===== config.mk =====
export PLATFORM = sky130hd
export DESIGN_NAME = resize_interp_engine
export DESIGN_NICKNAME = d
export VERILOG_FILES = /design/src/rtl/resize_interp_engine_pkg.sv /design/src/rtl/resize_interp_engine_half_to_q8.sv /design/src/rtl/resize_interp_engine.sv
export SDC_FILE = /design/constraint.sdc
export NUM_CORES = 1
export LEC_CHECK = 0
export CORE_MARGIN = 5
export CORE_UTILIZATION = 47
export CTS_BUF_LIST = sky130_fd_sc_hd__clkbuf_4
export CTS_CLUSTER_SIZE = 12
export DETAILED_ROUTE_END_ITERATION = 6
export PLACE_DENSITY = 0.69
export SYNTH_ARGS = -nofsm -noshare
export SYNTH_HDL_FRONTEND = slang
export SYNTH_HIERARCHICAL = 1
export SYNTH_SLANG_ARGS = --single-unit
export TNS_END_PERCENT = 100

===== constraint.sdc =====
create_clock -name clk -period 12.4 [get_ports clk]
set_clock_uncertainty 0.15 [all_clocks]
set_input_delay 3.1 -clock clk [delete_from_list [all_inputs] [get_ports clk]]
set_output_delay 3.1 -clock clk [all_outputs]
set_load 0.005 [all_outputs]

===== src/rtl/resize_interp_engine_pkg.sv =====
// Shared widths and FSM encoding for the resize interpolation engine.
package resize_interp_engine_pkg;

  localparam int ADDR_SZ_DEF = 16;
  localparam int PIX_W_DEF   = 8;

  typedef enum logic [2:0] {
    ST_IDLE = 3'd0,
    ST_RD1  = 3'd1,
    ST_RD2  = 3'd2,
    ST_CALC = 3'd3,
    ST_WR   = 3'd4
  } state_e;

endpackage


===== src/rtl/resize_interp_engine_half_to_q8.sv =====
// Half-precision weight to unsigned Q0.8; values >= 1.0 (incl. inf/NaN) saturate.
module half_to_q8 (
  input  logic [15:0] half,
  output logic [7:0]  q8
);

  logic [4:0]  expo;
  logic [10:0] mant;
  logic [4:0]  shamt;
  logic        sign_unused;

  assign sign_unused = half[15];
  assign expo        = half[14:10];
  assign mant        = {1'b1, half[9:0]};
  assign shamt       = 5'd17 - expo;

  always_comb begin
    q8 = '0;
    if (expo == 5'd0)
      q8 = '0;
    else if (expo >= 5'd15)
      q8 = 8'hff;
    else if (shamt < 5'd11)
      q8 = 8'(mant >> shamt);
  end

endmodule


===== src/rtl/resize_interp_engine.sv =====
// Two-tap linear interpolation engine: read two pixels, blend by a half-float weight, write one.
module resize_interp_engine
  import resize_interp_engine_pkg::*;
#(
  parameter int PIX_W   = PIX_W_DEF,
  parameter int ADDR_SZ = ADDR_SZ_DEF
) (
  input  logic               clk,
  input  logic               reset_n,
  input  logic               in_valid,
  output logic               in_ready,
  input  logic [ADDR_SZ-1:0] in_src_addr1,
  input  logic [ADDR_SZ-1:0] in_src_addr2,
  input  logic [ADDR_SZ-1:0] in_des_addr,
  input  logic [15:0]        in_fraction,
  output logic               mem_rd_en,
  output logic [ADDR_SZ-1:0] mem_rd_addr,
  input  logic [PIX_W-1:0]   mem_rd_data,
  output logic               mem_wr_en,
  output logic [ADDR_SZ-1:0] mem_wr_addr,
  output logic [PIX_W-1:0]   mem_wr_data,
  output logic               busy,
  output logic [31:0]        pix_count
);

  localparam int PW   = 2*PIX_W + 1;
  localparam int MAXV = (2**PIX_W) - 1;

  state_e             state, state_nxt;
  logic [ADDR_SZ-1:0] addr1, addr2, des_addr, rd_addr_q;
  logic [7:0]         f8, frac_q;
  logic [PIX_W-1:0]   p1, result, result_nxt;
  logic signed [PIX_W:0] diff;
  logic signed [PW-1:0]  prod, sum;
  logic               hs;

  half_to_q8 u_half_to_q8 (.half(in_fraction), .q8(f8));

  assign hs = in_valid & in_ready;

  always_ff @(posedge clk or negedge reset_n) begin
    if (!reset_n) state <= ST_IDLE;
    else          state <= state_nxt;
  end

  always_comb begin
    state_nxt = state;
    unique case (state)
      ST_IDLE: if (hs) state_nxt = ST_RD1;
      ST_RD1:  state_nxt = ST_RD2;
      ST_RD2:  state_nxt = ST_CALC;
      ST_CALC: state_nxt = ST_WR;
      ST_WR:   state_nxt = ST_IDLE;
      default: state_nxt = ST_IDLE;
    endcase
  end

  // Read address is a mux over a hold register so it keeps its last value between reads.
  always_comb begin
    in_ready    = (state == ST_IDLE);
    busy        = (state != ST_IDLE);
    mem_rd_en   = 1'b0;
    mem_rd_addr = rd_addr_q;
    mem_wr_en   = (state == ST_WR);
    case (state)
      ST_RD1: begin mem_rd_en = 1'b1; mem_rd_addr = addr1; end
      ST_RD2: begin mem_rd_en = 1'b1; mem_rd_addr = addr2; end
      default: ;
    endcase
  end

  assign mem_wr_addr = des_addr;
  assign mem_wr_data = result;

  // p2 arrives on mem_rd_data during CALC and feeds the blend directly.
  always_comb begin
    diff = $signed({1'b0, mem_rd_data}) - $signed({1'b0, p1});
    prod = PW'(diff) * PW'($signed({1'b0, frac_q}));
    sum  = PW'($signed({1'b0, p1})) + (prod >>> 8);
    if (sum < 0)
      result_nxt = '0;
    else if (sum > PW'(MAXV))
      result_nxt = {PIX_W{1'b1}};
    else
      result_nxt = sum[PIX_W-1:0];
  end

  always_ff @(posedge clk or negedge reset_n) begin
    if (!reset_n) begin
      addr1     <= '0;
      addr2     <= '0;
      des_addr  <= '0;
      frac_q    <= '0;
      rd_addr_q <= '0;
      p1        <= '0;
      result    <= '0;
      pix_count <= '0;
    end else begin
      rd_addr_q <= mem_rd_addr;
      if (hs) begin
        addr1    <= in_src_addr1;
        addr2    <= in_src_addr2;
        des_addr <= in_des_addr;
        frac_q   <= f8;
      end
      if (state == ST_RD2)  p1        <= mem_rd_data;
      if (state == ST_CALC) result    <= result_nxt;
      if (state == ST_WR)   pix_count <= pix_count + 32'd1;
    end
  end

endmodule


==> results of run 1 <==
-- state kept, by name, summed over array words and instances, names as in the netlist --
register and cells:
addr1 16, frac_q 8, mem_wr_addr 16, p1 8, mem_wr_data 8, addr2 16, rd_addr_q 16, state 3
pix_count 32
-- metal layers --
| layer | global-route usage, % | vias to the layer above | wire length [µm] |
|---|---|---|---|
| met1 | 23.3 | 2983 | 8110 |
| met5 | 0 | - | 0 |
| met3 | 6.89 | 18 | 1320 |
| met2 | 29.0 | 105 | 8560 |
| li1 | - | 2965 | - |
| met4 | 4.38 | 0 | 206 |
-- Yosys cell counts (7+ instances only) --
cell type  number
nand2_1        93
nor2_1         34
and3_1         11
xnor2_1        44
o21ai_0        20
nand4_1         7
and2_1         24
nand3_1        16
inv_1          85
a22oi_1        16
a311oi_2        8
ha_1           54
a21oi_1         7
mux2_2         59
clkbuf_1       15
fa_1           56
nor2b_1        12
dfrtp_1       123
mux2i_1        14
xor2_1         16
nand2b_1        8
-- final timing paths --
check                           cells past startpoint             end
worst max-delay path                               34  mem_wr_data[0]
max in group asynchronous                           2       frac_q[0]
worst min-delay path                                2    rd_addr_q[5]
min in group asynchronous                           1   pix_count[31]
worst min register to register                      2    rd_addr_q[5]
worst max register to register                     32  mem_wr_data[0]
-- cells in the final DEF (no fill, tap or decap), types with 8 or more instances in the layout --
cell type          n
clkdlybuf4s50_1  148
dfrtp_1          123
nand2_1           93
inv_1             85
mux2_2            59
fa_1              56
ha_1              54
xnor2_1           44
nor2_1            34
and2_1            23
o21ai_0           20
clkbuf_4          17
a22oi_1           16
xor2_1            16
nand3_1           16
mux2i_1           14
nor2b_1           12
and3_1            11
nand2b_1           8
a311oi_2           8
-- cells by family after synthesis --
group,synth area share (%)
buf+inv,5.41
simple gates,13.0
xor+xnor,6.14
mux,10.1
fa+ha+maj,21.0
flops,36.0
compound gates,8.31
-- metrics by stage --
stage | setup WS, ps | cell area (µm²)
global route | 1010 | 10500
global placement | 993 | 10200
detailed placement | 913 | 10200
floorplan | 2150 | 8550
CTS | 1480 | 10500
finish | 1470 | 10500
-- cell type report --
type                    count  share of cell area (%)
multi-input cells         564                    47.7
flip-flops and latches    123                    29.2
repair buffers            155                    14.6
inverters                  86                    3.07
well taps                 229                    2.72
clock inverters            15                    1.47
clock buffers              17                    1.21
-- critical path, delay by kind of cell --
kind                       cells  cell delay (ps)
AOI/OAI and AO/OA             13             2780
muxes                          1              340
buffers and inverters          5              650
adders and majority gates      8             3010
xor gates and xnor gates       1              100
and+or+nand+nor                6             1240
==> flow_metrics.env, run 1 <==
export IMPL_status="finished, final reports clean"
export IMPL_num_rows=49
export IMPL_max_cap_violations=0
export IMPL_ys_warn_count=6
export IMPL_ant_nets=0
export IMPL_cts_resized=0
export IMPL_die_w_um=145
export IMPL_portBuffers=149
export IMPL_grt_pass1_vias=6377
export IMPL_startpoint="mem_rd_data[0]"
export IMPL_drc=0
export IMPL_via_per_inst=5.11
export IMPL_wire_per_inst_um=15.3
export IMPL_finalHoldViolCount=0
export IMPL_fin_cells=1189
export IMPL_post_cts_setup_buffers=0
export IMPL_drtPass1Iterations=4
export IMPL_synth_edff_count=0
export IMPL_holdWs_ps=337
export IMPL_layout_drive_gt1_share_pct=13.0
export IMPL_maxSlewViolCount=0
export IMPL_finalSetupViolCount=0
export IMPL_grt_use_total_pct=18.1
export IMPL_grt_pass1_wl_um=31700
export IMPL_clk_pin_slew_worst_paths_ps=130
export IMPL_antenna_found_initial=0
export IMPL_synth_cell_types=59
export IMPL_clock_latency_ps=540
export IMPL_synthCells=799
export IMPL_io_pins=151
export IMPL_dieArea_mm2=0.0210
export IMPL_core_mm2=0.0180
export IMPL_cp_arrival_ps=11230
export IMPL_cts_buffers=17
export IMPL_synth_nets=984
export IMPL_drt_iter0_drc=201
export IMPL_vias=6071
export IMPL_critical_path_class="input pin to register"
export IMPL_regArea_mm2=0.00308
export IMPL_cts_root_buf="clkbuf_4"
export IMPL_tns_ps=0
export IMPL_post_dp_hpwl_um=13900
export IMPL_cpPeakStageDelay_ps=580
export IMPL_min_period_ps=10930
export IMPL_timing_rr_start="p1[2]"
export IMPL_ys_seq_area_share_pct=36.0
export IMPL_start_kind="input pin"
export IMPL_n_fill_cell=1553
export IMPL_die_y_um=145
export IMPL_hold_path_class="register to register"
export IMPL_grt_max_degree=63
export IMPL_crit_slowest_cell="a21oi_1"
export IMPL_synth_top_cell_by_area="dfrtp_1"
export IMPL_period_share_pct=88.1
export IMPL_utilization_pct=58.6
export IMPL_cp_max_fo=9
export IMPL_start_util_pct=47.6
export IMPL_required_ps=12700
export IMPL_ctsHoldBuffers=0
export IMPL_ys_flop_type="dfrtp_1"
export IMPL_wirelength_um=18200
export IMPL_fin_nets=1132
export IMPL_syn_mean_instance_area_um2=10.7
export IMPL_r2r_slack_ps=4090
export IMPL_netlist_area_leader_share_pct=36.0
export IMPL_ys_ff_latch=123
export IMPL_grt_ovfl_total=0
export IMPL_slew_headroom_pct=45.8
export IMPL_clockBufferDepth=2
export IMPL_place_inst=1157
export IMPL_antennaDiodeCount=0
export IMPL_gp_congestion=0.806
export IMPL_fmax_mhz=91.5
export IMPL_synth_area_leaders="dfrtp_1 (36%), fa_1 (13%), ha_1 (7.9%)"
export IMPL_areaGrowthSynthToFinish_pct=23.1
export IMPL_cts_max_level=4
export IMPL_syn_area_mm2=0.00855
export IMPL_crit_top_cell="fa_1"
export IMPL_synth_async_reset_ratio_pct=100
export IMPL_cts_tree="built"
export IMPL_hp_start="rd_addr_q[5]"
export IMPL_rsz0062_at_grt="no"
export IMPL_crit_path_end_kind="register"
export IMPL_cts_num_sinks=123
export IMPL_worstMarginPinSlew_ps=811
export IMPL_multi_input_area_mm2=0.00502
Power of run 1 is left out: the tool's default activity adds up to more than one toggle a clock period on the data nets, which glitch-free logic cannot reach.
==> run 2, diff against run 1 <==
- SYNTH_HIERARCHICAL: 1 -> not set
==> flow_metrics.env, run 2 <==
export IMPL_ys_ff_latch=123
export IMPL_multi_input_area_mm2=0.00507
export IMPL_gp_congestion=0.821
export IMPL_finalHoldViolCount=0
export IMPL_startpoint="mem_rd_data[0]"
export IMPL_clk_pin_slew_worst_paths_ps=120
export IMPL_regArea_mm2=0.00308
export IMPL_wire_per_inst_um=14.5
export IMPL_ctsHoldBuffers=0
export IMPL_grt_max_degree=75
export IMPL_cp_endpoint="mem_wr_data[1]"
export IMPL_status="finished, final reports clean"
export IMPL_netlist_area_leader_share_pct=35.7
export IMPL_ant_nets=0
export IMPL_io_pins=151
export IMPL_drc=0
export IMPL_drt_iter0_drc=361
export IMPL_critical_path_class="input pin to register"
export IMPL_maxSlewViolCount=0
export IMPL_wirelength_um=19200
export IMPL_cts_tree="built"
export IMPL_post_dp_hpwl_um=14400
export IMPL_synth_edff_count=0
export IMPL_crit_top_cell="o21ai_0"
export IMPL_tns_ps=0
export IMPL_ys_flop_type="dfrtp_1"
export IMPL_finalSetupViolCount=0
export IMPL_portBuffers=149
export IMPL_slew_headroom_pct=37.6
export IMPL_hold_path_class="register to register"
export IMPL_post_cts_setup_buffers=0
export IMPL_start_kind="input pin"
export IMPL_clockBufferDepth=2
export IMPL_vias=6682
export IMPL_n_fill_cell=1605
export IMPL_synth_area_leaders="dfrtp_1 (36%), fa_1 (13%), nand2_1 (11%)"
export IMPL_die_w_um=145
export IMPL_synth_common_cells="nand2_1 (247), dfrtp_1 (123), inv_1 (88)"
export IMPL_rsz0062_at_grt="no"
export IMPL_required_ps=12690
export IMPL_crit_path_end_kind="register"
export IMPL_cts_root_buf="clkbuf_4"
export IMPL_synth_top_cell_by_area="dfrtp_1"
export IMPL_min_period_ps=10860
export IMPL_clock_latency_ps=520
export IMPL_final_cell_mix="nand2_1 (246), clkdlybuf4s50_1 (148), dfrtp_1 (123)"
export IMPL_ys_seq_area_share_pct=35.7
export IMPL_r2r_slack_ps=4150
export IMPL_start_util_pct=47.8
export IMPL_worstMarginPinSlew_ps=936
export IMPL_cpPeakStageDelay_ps=610
export IMPL_antenna_found_initial=0
export IMPL_die_y_um=145
export IMPL_grt_pass1_wl_um=33500
export IMPL_fmax_mhz=92.1
export IMPL_grt_use_total_pct=18.8
export IMPL_dieArea_mm2=0.0211
export IMPL_cp_num_cells=33
export IMPL_timing_rr_start="p1[1]"
export IMPL_cts_buffers=17
export IMPL_syn_area_mm2=0.00861
export IMPL_cpLargestDelayFamily="adder cells"
export IMPL_crit_slowest_cell="fa_1"
export IMPL_syn_mean_instance_area_um2=9.16
export IMPL_cts_resized=0
export IMPL_grt_pass1_vias=6903
export IMPL_cts_num_sinks=123
export IMPL_utilization_pct=59.2
export IMPL_r2r_cells=35
export IMPL_cts_max_level=4
export IMPL_ys_warn_count=0
export IMPL_mostFrequentLayoutCell="nand2_1"
export IMPL_place_inst=1292
export IMPL_max_cap_violations=0
export IMPL_grt_ovfl_total=0
export IMPL_largest_register_ff_count=32
export IMPL_period_share_pct=87.6
export IMPL_num_rows=49
export IMPL_largest_register="pix_count"
export IMPL_crit_buf_inv=4
export IMPL_drtPass1Iterations=4
export IMPL_synth_nets=1125
export IMPL_areaGrowthSynthToFinish_pct=23.8
export IMPL_core_mm2=0.0180
export IMPL_synthCells=940
export IMPL_synth_cell_types=57
export IMPL_via_per_inst=5.05
export IMPL_r2r_end="mem_wr_data[1]"
export IMPL_layout_drive_gt1_share_pct=5.84
export IMPL_synth_async_reset_ratio_pct=100
export IMPL_fin_cells=1324
export IMPL_fin_nets=1267
export IMPL_cp_max_fo=9
export IMPL_holdWs_ps=327
export IMPL_antennaDiodeCount=0
export IMPL_cp_arrival_ps=11140
export IMPL_yosysMostFrequentCell="nand2_1"
==> run 2: cell count changes after synthesis, moves of 6 or more <==
cell      delta
a211oi_1     +6
a21oi_1     +13
a22o_1       +8
a311oi_2     -8
clkbuf_1    +14
mux2_2      -51
nand2_1    +154
nand2b_1     +8
nor2_1      +11
o21ai_0     +10
xnor2_1      -9
==> run 2: cell families after synthesis <==
logic type / synth area share (%)
compound gates: 8.95
fa+ha+maj: 20.9
flops: 35.7
xor+xnor: 5.55
simple gates: 20.3
buf+inv: 5.49
mux: 3.14
==> run 2: cell type report <==
class | count | share of cell area, %
Multi-Input combinational cell | 693 | 47.6
Sequential cell | 123 | 28.9
Tap cell | 229 | 2.69
Clock inverter | 15 | 1.96
Clock buffer | 17 | 1.20
Inverter | 89 | 3.13
Timing Repair Buffer | 158 | 14.6
==> run 2: worst min-delay path by stage <==
stage,depth (start not counted),slack (ps),endpoint,start
after floorplan,2,300,addr2[0],addr2[0]
after global placement,2,300,rd_addr_q[8],rd_addr_q[8]
after detailed placement,2,310,rd_addr_q[2],rd_addr_q[2]
after CTS,1,330,pix_count[31],pix_count[31]
after global routing,1,330,pix_count[31],pix_count[31]
final,1,330,pix_count[31],pix_count[31]
==> run 2: per-layer routing <==
metal | vias to the layer above | track usage [%] | share of wire (%)
met2 | 146 | 29.4 | 45
met4 | 0 | 4.06 | 1.0
met5 | - | 0 | 0
met1 | 3193 | 25.4 | 47
met3 | 13 | 6.70 | 7.2
li1 | 3330 | - | -
==> run 2: through the flow <==
stage / area (µm²) / setup slack [ps]
after floorplan: 8610 / 2000
after global placement: 10300 / 1070
after detailed placement: 10300 / 966
after CTS: 10700 / 1500
after global routing: 10700 / 706
final: 10700 / 1540
Power of run 2 is left out for the same reason.
==> run 3, diff against run 2 <==
- CTS_CLUSTER_DIAMETER: not set -> 60
- SLEW_MARGIN: not set -> 20
==> results of run 3 <==
Same layout as run 2: the final DEF is identical, and so are final timing and power.
Power of run 3 is left out for the same reason.
